[src/rtl/sync_trigger_ctrl_pkg.sv]
// Shared types for the trigger sequencer: FSM states, fault codes and
// the synchronizer depth used on every asynchronous input.
package sync_trig_pkg;

    localparam int SYNC_STAGES = 2;

    typedef enum logic [2:0] {
        IDLE,
        ARMED,
        GATED,
        FIRE,
        WAIT_WIRE,
        DONE,
        FAULT
    } state_t;

    typedef enum logic [1:0] {
        NONE     = 2'd0,
        ARM_TO   = 2'd1,
        WIRE_TO  = 2'd2,
        SPURIOUS = 2'd3
    } fault_t;

endpackage

[src/rtl/sync_trigger_ctrl_if.sv]
// Signal bundle between the trigger sequencer (slave) and the system/bench
// side that drives the asynchronous condition lines (master).
interface sync_trigger_ctrl_if #(
    parameter int CNT_W = 32
);
    logic             start_condition;
    logic             abort;
    logic             fast_gate;
    logic             phase_signal;
    logic             wire_sensor;
    logic             output_trigger;
    logic             busy;
    logic             done;
    logic             fault;
    logic [1:0]       fault_code;
    logic [CNT_W-1:0] wire_delay;

    modport master (
        output start_condition, abort, fast_gate, phase_signal, wire_sensor,
        input  output_trigger, busy, done, fault, fault_code, wire_delay
    );

    modport slave (
        input  start_condition, abort, fast_gate, phase_signal, wire_sensor,
        output output_trigger, busy, done, fault, fault_code, wire_delay
    );
endinterface

[src/rtl/sync_trigger_ctrl_sync_edge.sv]
// N-flop synchronizer followed by one registered stage that produces the
// clean level and single-cycle rise/fall strobes (3 clk latency with N=2).
module sync_edge
    import sync_trig_pkg::*;
#(
    parameter int STAGES = SYNC_STAGES
) (
    input  logic clk,
    input  logic rst_n,
    input  logic async_in,
    output logic level,
    output logic rise,
    output logic fall
);

    logic [STAGES-1:0] sync_q;

    always_ff @(posedge clk or negedge rst_n) begin
        if (!rst_n) begin
            sync_q <= '0;
            level  <= 1'b0;
            rise   <= 1'b0;
            fall   <= 1'b0;
        end else begin
            sync_q <= {sync_q[STAGES-2:0], async_in};
            level  <= sync_q[STAGES-1];
            rise   <= sync_q[STAGES-1] & ~level;
            fall   <= ~sync_q[STAGES-1] & level;
        end
    end

endmodule

[src/rtl/sync_trigger_ctrl.sv]
// Trigger sequencer: arm on start, fire inside a fast-gate window, time the
// wire response. Define SYNC_TRIG_PHASE_ALIGN_EN to fire on a phase rise.
module sync_trigger_ctrl
    import sync_trig_pkg::*;
#(
    parameter int TRIG_LEN_CYC     = 10,
    parameter int ARM_TIMEOUT_CYC  = 2_000_000,
    parameter int WIRE_TIMEOUT_CYC = 1_000_000,
    parameter int CNT_W            = 32
) (
    input  logic               clk,
    input  logic               rst_n,
    sync_trigger_ctrl_if.slave bus
);

    localparam logic [CNT_W-1:0] TRIG_LAST = CNT_W'(TRIG_LEN_CYC - 1);
    localparam logic [CNT_W-1:0] ARM_LAST  = CNT_W'(ARM_TIMEOUT_CYC - 1);
    localparam logic [CNT_W-1:0] WIRE_LAST = CNT_W'(WIRE_TIMEOUT_CYC - 1);

    logic start_lvl, start_rise, start_fall;
    logic abort_lvl, abort_rise, abort_fall;
    logic gate_lvl, gate_rise, gate_fall;
    logic wire_lvl, wire_rise, wire_fall;

    sync_edge #(.STAGES(SYNC_STAGES)) u_start (
        .clk(clk), .rst_n(rst_n), .async_in(bus.start_condition),
        .level(start_lvl), .rise(start_rise), .fall(start_fall));
    sync_edge #(.STAGES(SYNC_STAGES)) u_abort (
        .clk(clk), .rst_n(rst_n), .async_in(bus.abort),
        .level(abort_lvl), .rise(abort_rise), .fall(abort_fall));
    sync_edge #(.STAGES(SYNC_STAGES)) u_gate (
        .clk(clk), .rst_n(rst_n), .async_in(bus.fast_gate),
        .level(gate_lvl), .rise(gate_rise), .fall(gate_fall));
    sync_edge #(.STAGES(SYNC_STAGES)) u_wire (
        .clk(clk), .rst_n(rst_n), .async_in(bus.wire_sensor),
        .level(wire_lvl), .rise(wire_rise), .fall(wire_fall));

`ifdef SYNC_TRIG_PHASE_ALIGN_EN
    logic phase_lvl, phase_rise, phase_fall;

    sync_edge #(.STAGES(SYNC_STAGES)) u_phase (
        .clk(clk), .rst_n(rst_n), .async_in(bus.phase_signal),
        .level(phase_lvl), .rise(phase_rise), .fall(phase_fall));

    logic unused_sig;
    assign unused_sig = &{1'b0, start_lvl, start_fall, abort_rise, abort_fall,
                          gate_lvl, wire_lvl, wire_fall, phase_lvl, phase_fall};
`else
    logic unused_sig;
    assign unused_sig = &{1'b0, start_lvl, start_fall, abort_rise, abort_fall,
                          gate_lvl, gate_fall, wire_lvl, wire_fall, bus.phase_signal};
`endif

    state_t           state_q, state_d;
    fault_t           code_q, code_d;
    logic [CNT_W-1:0] cnt_q, cnt_d;
    logic [CNT_W-1:0] delay_q, delay_d;
    logic [CNT_W-1:0] pend_q, pend_d;
    logic             hit_q, hit_d;
    logic             done_q, done_d;
    logic             fault_q, fault_d;
    logic             trig_q, trig_d;
    logic             busy_q, busy_d;

    always_comb begin
        state_d = state_q;
        cnt_d   = (cnt_q == '1) ? cnt_q : cnt_q + CNT_W'(1);
        code_d  = code_q;
        delay_d = delay_q;
        pend_d  = pend_q;
        hit_d   = hit_q;
        done_d  = done_q;
        fault_d = fault_q;

        if (abort_lvl) begin
            state_d = IDLE;
        end else begin
            case (state_q)
                IDLE, DONE, FAULT: begin
                    cnt_d = cnt_q;
                    if (start_rise) begin
                        state_d = ARMED;
                        cnt_d   = '0;
                        done_d  = 1'b0;
                        fault_d = 1'b0;
                        code_d  = NONE;
                    end
                end
                ARMED: begin
                    if (wire_rise) begin
                        state_d = FAULT;
                        fault_d = 1'b1;
                        code_d  = SPURIOUS;
                    end else if (cnt_q == ARM_LAST) begin
                        state_d = FAULT;
                        fault_d = 1'b1;
                        code_d  = ARM_TO;
                    end else if (gate_rise) begin
`ifdef SYNC_TRIG_PHASE_ALIGN_EN
                        state_d = GATED;
`else
                        state_d = FIRE;
                        cnt_d   = '0;
                        hit_d   = 1'b0;
`endif
                    end
                end
`ifdef SYNC_TRIG_PHASE_ALIGN_EN
                GATED: begin
                    if (wire_rise) begin
                        state_d = FAULT;
                        fault_d = 1'b1;
                        code_d  = SPURIOUS;
                    end else if (cnt_q == ARM_LAST) begin
                        state_d = FAULT;
                        fault_d = 1'b1;
                        code_d  = ARM_TO;
                    end else if (phase_rise) begin
                        state_d = FIRE;
                        cnt_d   = '0;
                        hit_d   = 1'b0;
                    end else if (gate_fall) begin
                        state_d = ARMED;
                    end
                end
`endif
                FIRE: begin
                    // An early wire break is remembered; the pulse always runs full width.
                    if (wire_rise && !hit_q) begin
                        hit_d  = 1'b1;
                        pend_d = cnt_q;
                    end
                    if (cnt_q == TRIG_LAST) begin
                        if (hit_d) begin
                            state_d = DONE;
                            done_d  = 1'b1;
                            delay_d = pend_d;
                        end else begin
                            state_d = WAIT_WIRE;
                        end
                    end
                end
                WAIT_WIRE: begin
                    if (wire_rise) begin
                        state_d = DONE;
                        done_d  = 1'b1;
                        delay_d = cnt_q;
                    end else if (cnt_q == WIRE_LAST) begin
                        state_d = FAULT;
                        fault_d = 1'b1;
                        code_d  = WIRE_TO;
                    end
                end
                default: state_d = IDLE;
            endcase
        end

        trig_d = (state_d == FIRE);
        busy_d = (state_d == ARMED) || (state_d == GATED) ||
                 (state_d == FIRE)  || (state_d == WAIT_WIRE);
    end

    always_ff @(posedge clk or negedge rst_n) begin
        if (!rst_n) begin
            state_q <= IDLE;
            code_q  <= NONE;
            cnt_q   <= '0;
            delay_q <= '0;
            pend_q  <= '0;
            hit_q   <= 1'b0;
            done_q  <= 1'b0;
            fault_q <= 1'b0;
            trig_q  <= 1'b0;
            busy_q  <= 1'b0;
        end else begin
            state_q <= state_d;
            code_q  <= code_d;
            cnt_q   <= cnt_d;
            delay_q <= delay_d;
            pend_q  <= pend_d;
            hit_q   <= hit_d;
            done_q  <= done_d;
            fault_q <= fault_d;
            trig_q  <= trig_d;
            busy_q  <= busy_d;
        end
    end

    assign bus.output_trigger = trig_q;
    assign bus.busy           = busy_q;
    assign bus.done           = done_q;
    assign bus.fault          = fault_q;
    assign bus.fault_code     = code_q;
    assign bus.wire_delay     = delay_q;

endmodule
[src/flat_wrapper.sv]
// flat-port wrapper written by rule: the top's interface ports become plain ports
module sync_trigger_ctrl_flat import sync_trig_pkg::*;
#(
    parameter int TRIG_LEN_CYC     = 10,
    parameter int ARM_TIMEOUT_CYC  = 2_000_000,
    parameter int WIRE_TIMEOUT_CYC = 1_000_000,
    parameter int CNT_W            = 32
)
  (clk, rst_n, bus_start_condition, bus_abort, bus_fast_gate, bus_phase_signal, bus_wire_sensor, bus_output_trigger, bus_busy, bus_done, bus_fault, bus_fault_code, bus_wire_delay);
  sync_trigger_ctrl_if #(.CNT_W(CNT_W)) bus_i ();
  input  logic clk;
  input  logic rst_n;
  input wire logic [$bits(bus_i.start_condition)-1:0] bus_start_condition;
  input wire logic [$bits(bus_i.abort)-1:0] bus_abort;
  input wire logic [$bits(bus_i.fast_gate)-1:0] bus_fast_gate;
  input wire logic [$bits(bus_i.phase_signal)-1:0] bus_phase_signal;
  input wire logic [$bits(bus_i.wire_sensor)-1:0] bus_wire_sensor;
  output wire logic [$bits(bus_i.output_trigger)-1:0] bus_output_trigger;
  output wire logic [$bits(bus_i.busy)-1:0] bus_busy;
  output wire logic [$bits(bus_i.done)-1:0] bus_done;
  output wire logic [$bits(bus_i.fault)-1:0] bus_fault;
  output wire logic [$bits(bus_i.fault_code)-1:0] bus_fault_code;
  output wire logic [$bits(bus_i.wire_delay)-1:0] bus_wire_delay;
  assign bus_i.start_condition = bus_start_condition;
  assign bus_i.abort = bus_abort;
  assign bus_i.fast_gate = bus_fast_gate;
  assign bus_i.phase_signal = bus_phase_signal;
  assign bus_i.wire_sensor = bus_wire_sensor;
  assign bus_output_trigger = bus_i.output_trigger;
  assign bus_busy = bus_i.busy;
  assign bus_done = bus_i.done;
  assign bus_fault = bus_i.fault;
  assign bus_fault_code = bus_i.fault_code;
  assign bus_wire_delay = bus_i.wire_delay;
  sync_trigger_ctrl #(.TRIG_LEN_CYC(TRIG_LEN_CYC), .ARM_TIMEOUT_CYC(ARM_TIMEOUT_CYC), .WIRE_TIMEOUT_CYC(WIRE_TIMEOUT_CYC), .CNT_W(CNT_W)) u_core (.clk(clk), .rst_n(rst_n), .bus(bus_i));
endmodule
[config.mk]
export PLATFORM = sky130hd
export DESIGN_NAME = sync_trigger_ctrl_flat
export DESIGN_NICKNAME = d
export VERILOG_FILES = /design/src/rtl/sync_trigger_ctrl_pkg.sv /design/src/rtl/sync_trigger_ctrl_if.sv /design/src/rtl/sync_trigger_ctrl_sync_edge.sv /design/src/rtl/sync_trigger_ctrl.sv /design/src/flat_wrapper.sv
export SDC_FILE = /design/constraint.sdc
export NUM_CORES = 1
export LEC_CHECK = 0
export ABC_AREA = 1
export CAP_MARGIN = 20
export CORE_UTILIZATION = 50
export CTS_CLUSTER_DIAMETER = 200
export DETAILED_ROUTE_END_ITERATION = 8
export GPL_TIMING_DRIVEN = 0
export HOLD_SLACK_MARGIN = 0.15
export PLACE_DENSITY = 0.77
export SLEW_MARGIN = 20
export SYNTH_ARGS = -nofsm -noshare
export SYNTH_HDL_FRONTEND = slang
export SYNTH_HIERARCHICAL = 1
export SYNTH_SLANG_ARGS = --single-unit
[constraint.sdc]
create_clock -name clk -period 1.8 [get_ports clk]
set_clock_uncertainty 0.1 [all_clocks]
set_input_delay 0.36 -clock clk [delete_from_list [all_inputs] [get_ports clk]]
set_output_delay 0.36 -clock clk [all_outputs]
set_load 0.01 [all_outputs]
==> results by group <==
Timing
  • Final setup margin: -0.303 ns
  • Final Hold Viols: 0
  • Max-slew violations: 0
  • Unrepaired setup endpoints after global routing: true
  • Transition time of the tightest slew-check pin: roughly 0.54 ns
  • Minimum clock period: 2.10 ns
  • Tightest hold margin: 0.249 ns
  • Worst slew margin: 64.1%
  • Peak Freq: roughly 480 MHz
  • Setup Viol. Count Final: 70
  • Crit share post-route: 117%

Clock tree
  • Clock transition at the registers of the reported paths: ~0.060 ns
  • CTS Root Cell: clkbuf_16
  • Worst-Skew Late Latency: 0.43 ns
  • CTS buffer count: 17
  • Deepest clock path buffer count: 2
  • CTS tree: yes
  • Clk sink count: 121
  • CTS HTree Levels: 4

Power and ir drop
  • P_int: about 6.7 mW
  • VDD IR-drop max: 0.000667 V
  • P_sw: between 3 and 4 mW
  • Switch share: 33.7%
  • PwrDens: ~1200 nW/um2
  • Flop pwr share: around a third
  • Clock power share: 32.7%
  • Design Power: approximately 10 mW
  • Gate power share: between 30% and 40%
  • P_leak: 4.26 nW

Setup path
  • R2r setup slk: -0.30 ns
  • Startpoint Class: flip-flop
  • Worst path slowest cell: dfrtp_2
  • R2R depth: 14
  • CP max FO: 5
  • Crit-path most repeated cell: nor2_4
  • Reg-to-Reg End: u_core/cnt_q[16]
  • Crit path cell chain: ha_4 > nand2_4 > nor2_4 > nand2_2 > nor2_4 > nand2_2 > nor2_4 > nand3_4 > nand2_4 > inv_4 > nand3_2 > nand2_1 > nand2_1 > nor2_1
  • Worst endpoint data arrival time: between 2 and 2.5 ns
  • CP max stage delay: about 0.46 ns
  • CP endpoint kind: flip-flop
  • Reg2Reg Launch Point: u_core/cnt_q[1]
  • Kind of critical path: flip-flop to flip-flop
  • Critical Path RT: 2.02 ns

Route
  • WL met3: between 1 and 1.5 mm
  • WL final: about 18 mm
  • Met2 WL: slightly below 9 mm
  • Vias per cell: about 5.6
  • Top Metal Used: met4
  • Vias: 5938
  • Drt drc: 0
  • DR WL/cell: 17.1 um
  • Met1 Routed Length: roughly 7.5 mm
  • DRT antenna net count: 0
  • Router iterations before antenna repair: 5
  • Drt initial violations: slightly below 500

Global routing
  • Initial antenna violation count: 0
  • Grt total ovfl: 0
  • Number of global-route vias before repair: about 5400
  • Largest net degree at the start of global routing: just under 70
  • First-pass GRT wire length: about 27 mm
  • Total GRT Usage: between 20% and 30%

Die
  • Die Ht: around 110 um
  • Die ar.: 13100 um2
  • Initial Util: about half
  • Ports: 45
  • Core footprint: about 12000 um2
  • Chip Width: approximately 110 um
  • # rows: 40

Final layout
  • Syn-to-layout area delta: 37.7%
  • Fillcell total: slightly below 900
  • Antenna fix cells: 0
  • Sequential Area: ~3000 um2
  • Layout cells sized above 1: approximately a third
  • Net count, final: between 800 and 900
  • Multi-input logic area: 3410 um2

Logic synthesis
  • Synth Net Count: about 790
  • Mapped Cells: 780
  • Yosys warns: 6
  • Syn Std Cell Area: 6310 um2
  • Syn_area_per_cell: around 8.1 um2

Hold path
  • Min-Delay Startpoint: u_core/u_gate/sync_q[0]
  • Worst Hold Path EP: u_core/u_gate/sync_q[1]
  • Worst Hold Depth: 0
  • Hold WC Path Type: flip-flop to flip-flop

Placed design
  • Detailed placement HPWL: ~11 mm
  • Routability congestion estimate from global placement: just over 0.9
  • Buffers on Ports: 43

Job
  • Max-Cap Viols: 0

Run status
  • Failing checks: negative setup slack
  • Status: finished with violations
==> worst max-delay path, delay by kind of cell (launching register included) <==
kind                       cells  cell delay, ns
and+or+nand+nor               12            1.20
DFF                            1            0.46
adders and majority gates      1            0.20
buffers and inverters          1            0.05
==> through the flow <==
step | setup TNS [ns] | util, % | cells | setup WS [ns] | cell area (um2)
2_1_floorplan | -0.241 | - | 780 | -0.0415 | 6330
3_3_place_gp | -556.86 | 57.3 | 991 | -4.40 | 6970
3_5_place_dp | -27.30 | 57.6 | 992 | -0.329 | 7000
4_1_cts | -12.21 | 65.1 | 1035 | -0.253 | 7920
5_1_grt | -21.41 | 71.4 | 1062 | -0.397 | 8690
6_report | -15.53 | 71.4 | 1062 | -0.303 | 8690
==> flip-flops by register name (all words and copies together), names as in the netlist, 2 cells and up <==
signal / flops
u_core/u_abort/sync_q: 2
u_core/u_start/sync_q: 2
u_core/pend_q: 32
u_core/u_gate/sync_q: 2
u_core/bus.wire_delay: 32
u_core/cnt_q: 32
u_core/u_wire/sync_q: 2
u_core/state_q: 3
u_core/bus.fault_code: 2
==> layer usage <==
| layer | global-route usage [%] | vias to the layer above |
|---|---|---|
| met5 | 0 | - |
| met4 | 12.5 | 0 |
| met3 | 6.25 | 53 |
| met2 | 41.1 | 302 |
| met1 | 36.3 | 2853 |
| li1 | - | 2730 |
==> timing repair <==
action / CTS / global route
pin swaps: 10 / 24
setup endpoints to repair: 106 / 117
gates resized for setup: 85 / 152
gates cloned: 3 / 4
setup buffers: 7 / 23
hold endpoints to repair: 54 / 0
hold buffers: 1 / 0
==> final cells by class <==
| class | instances | area share (%) |
|---|---|---|
| Buffer | 32 | 3.72 |
| Tap cell | 168 | 2.42 |
| Sequential cell | 121 | 35.1 |
| Timing Repair Buffer | 82 | 9.72 |
| Clock buffer | 20 | 5.26 |
| Inverter | 70 | 3.14 |
| Multi-Input combinational cell | 557 | 39.2 |
| Clock inverter | 12 | 1.44 |
==> worst max-delay path by stage <==
stage | start | to | slack, ns
after global placement | rst_n | u_core/state_q[0] | -4.40
after global routing | u_core/cnt_q[1] | u_core/cnt_q[16] | -0.40
after CTS | u_core/cnt_q[1] | u_core/cnt_q[27] | -0.25
after detailed placement | u_core/cnt_q[0] | u_core/cnt_q[15] | -0.33
after floorplan | u_core/cnt_q[0] | u_core/cnt_q[26] | -0.04
final | u_core/cnt_q[1] | u_core/cnt_q[16] | -0.30
==> power by group through the flow <==
stage / logic [mW] / registers (mW) / clock network (mW)
global route: 3.63 / 3.49 / 3.50
finish: 3.38 / 3.45 / 3.32
floorplan: 1.22 / 3.52 / 0
detailed placement: 2.38 / 3.42 / 0
CTS: 2.68 / 3.38 / 3.36
global placement: 2.34 / 3.42 / 0
==> layout by cell type, fill, tap and decap left out, types with 7 or more instances in the layout <==
cell type,count
nand2_1,150
nor2_1,140
dfrtp_1,104
inv_1,54
o21ai_0,37
nand2_2,36
buf_4,35
mux2_2,32
clkdlybuf4s50_1,21
clkbuf_16,19
dlymetal6s2s_1,17
nand3_1,17
dfrtp_2,17
nor2_2,16
o31ai_4,15
o31ai_1,15
buf_6,13
nor3_1,13
inv_2,13
nor2_4,12
nand4_1,11
nand2_4,8
nand3_2,8
o21ai_1,7
Note: power is estimated with default switching activity, not from simulation.
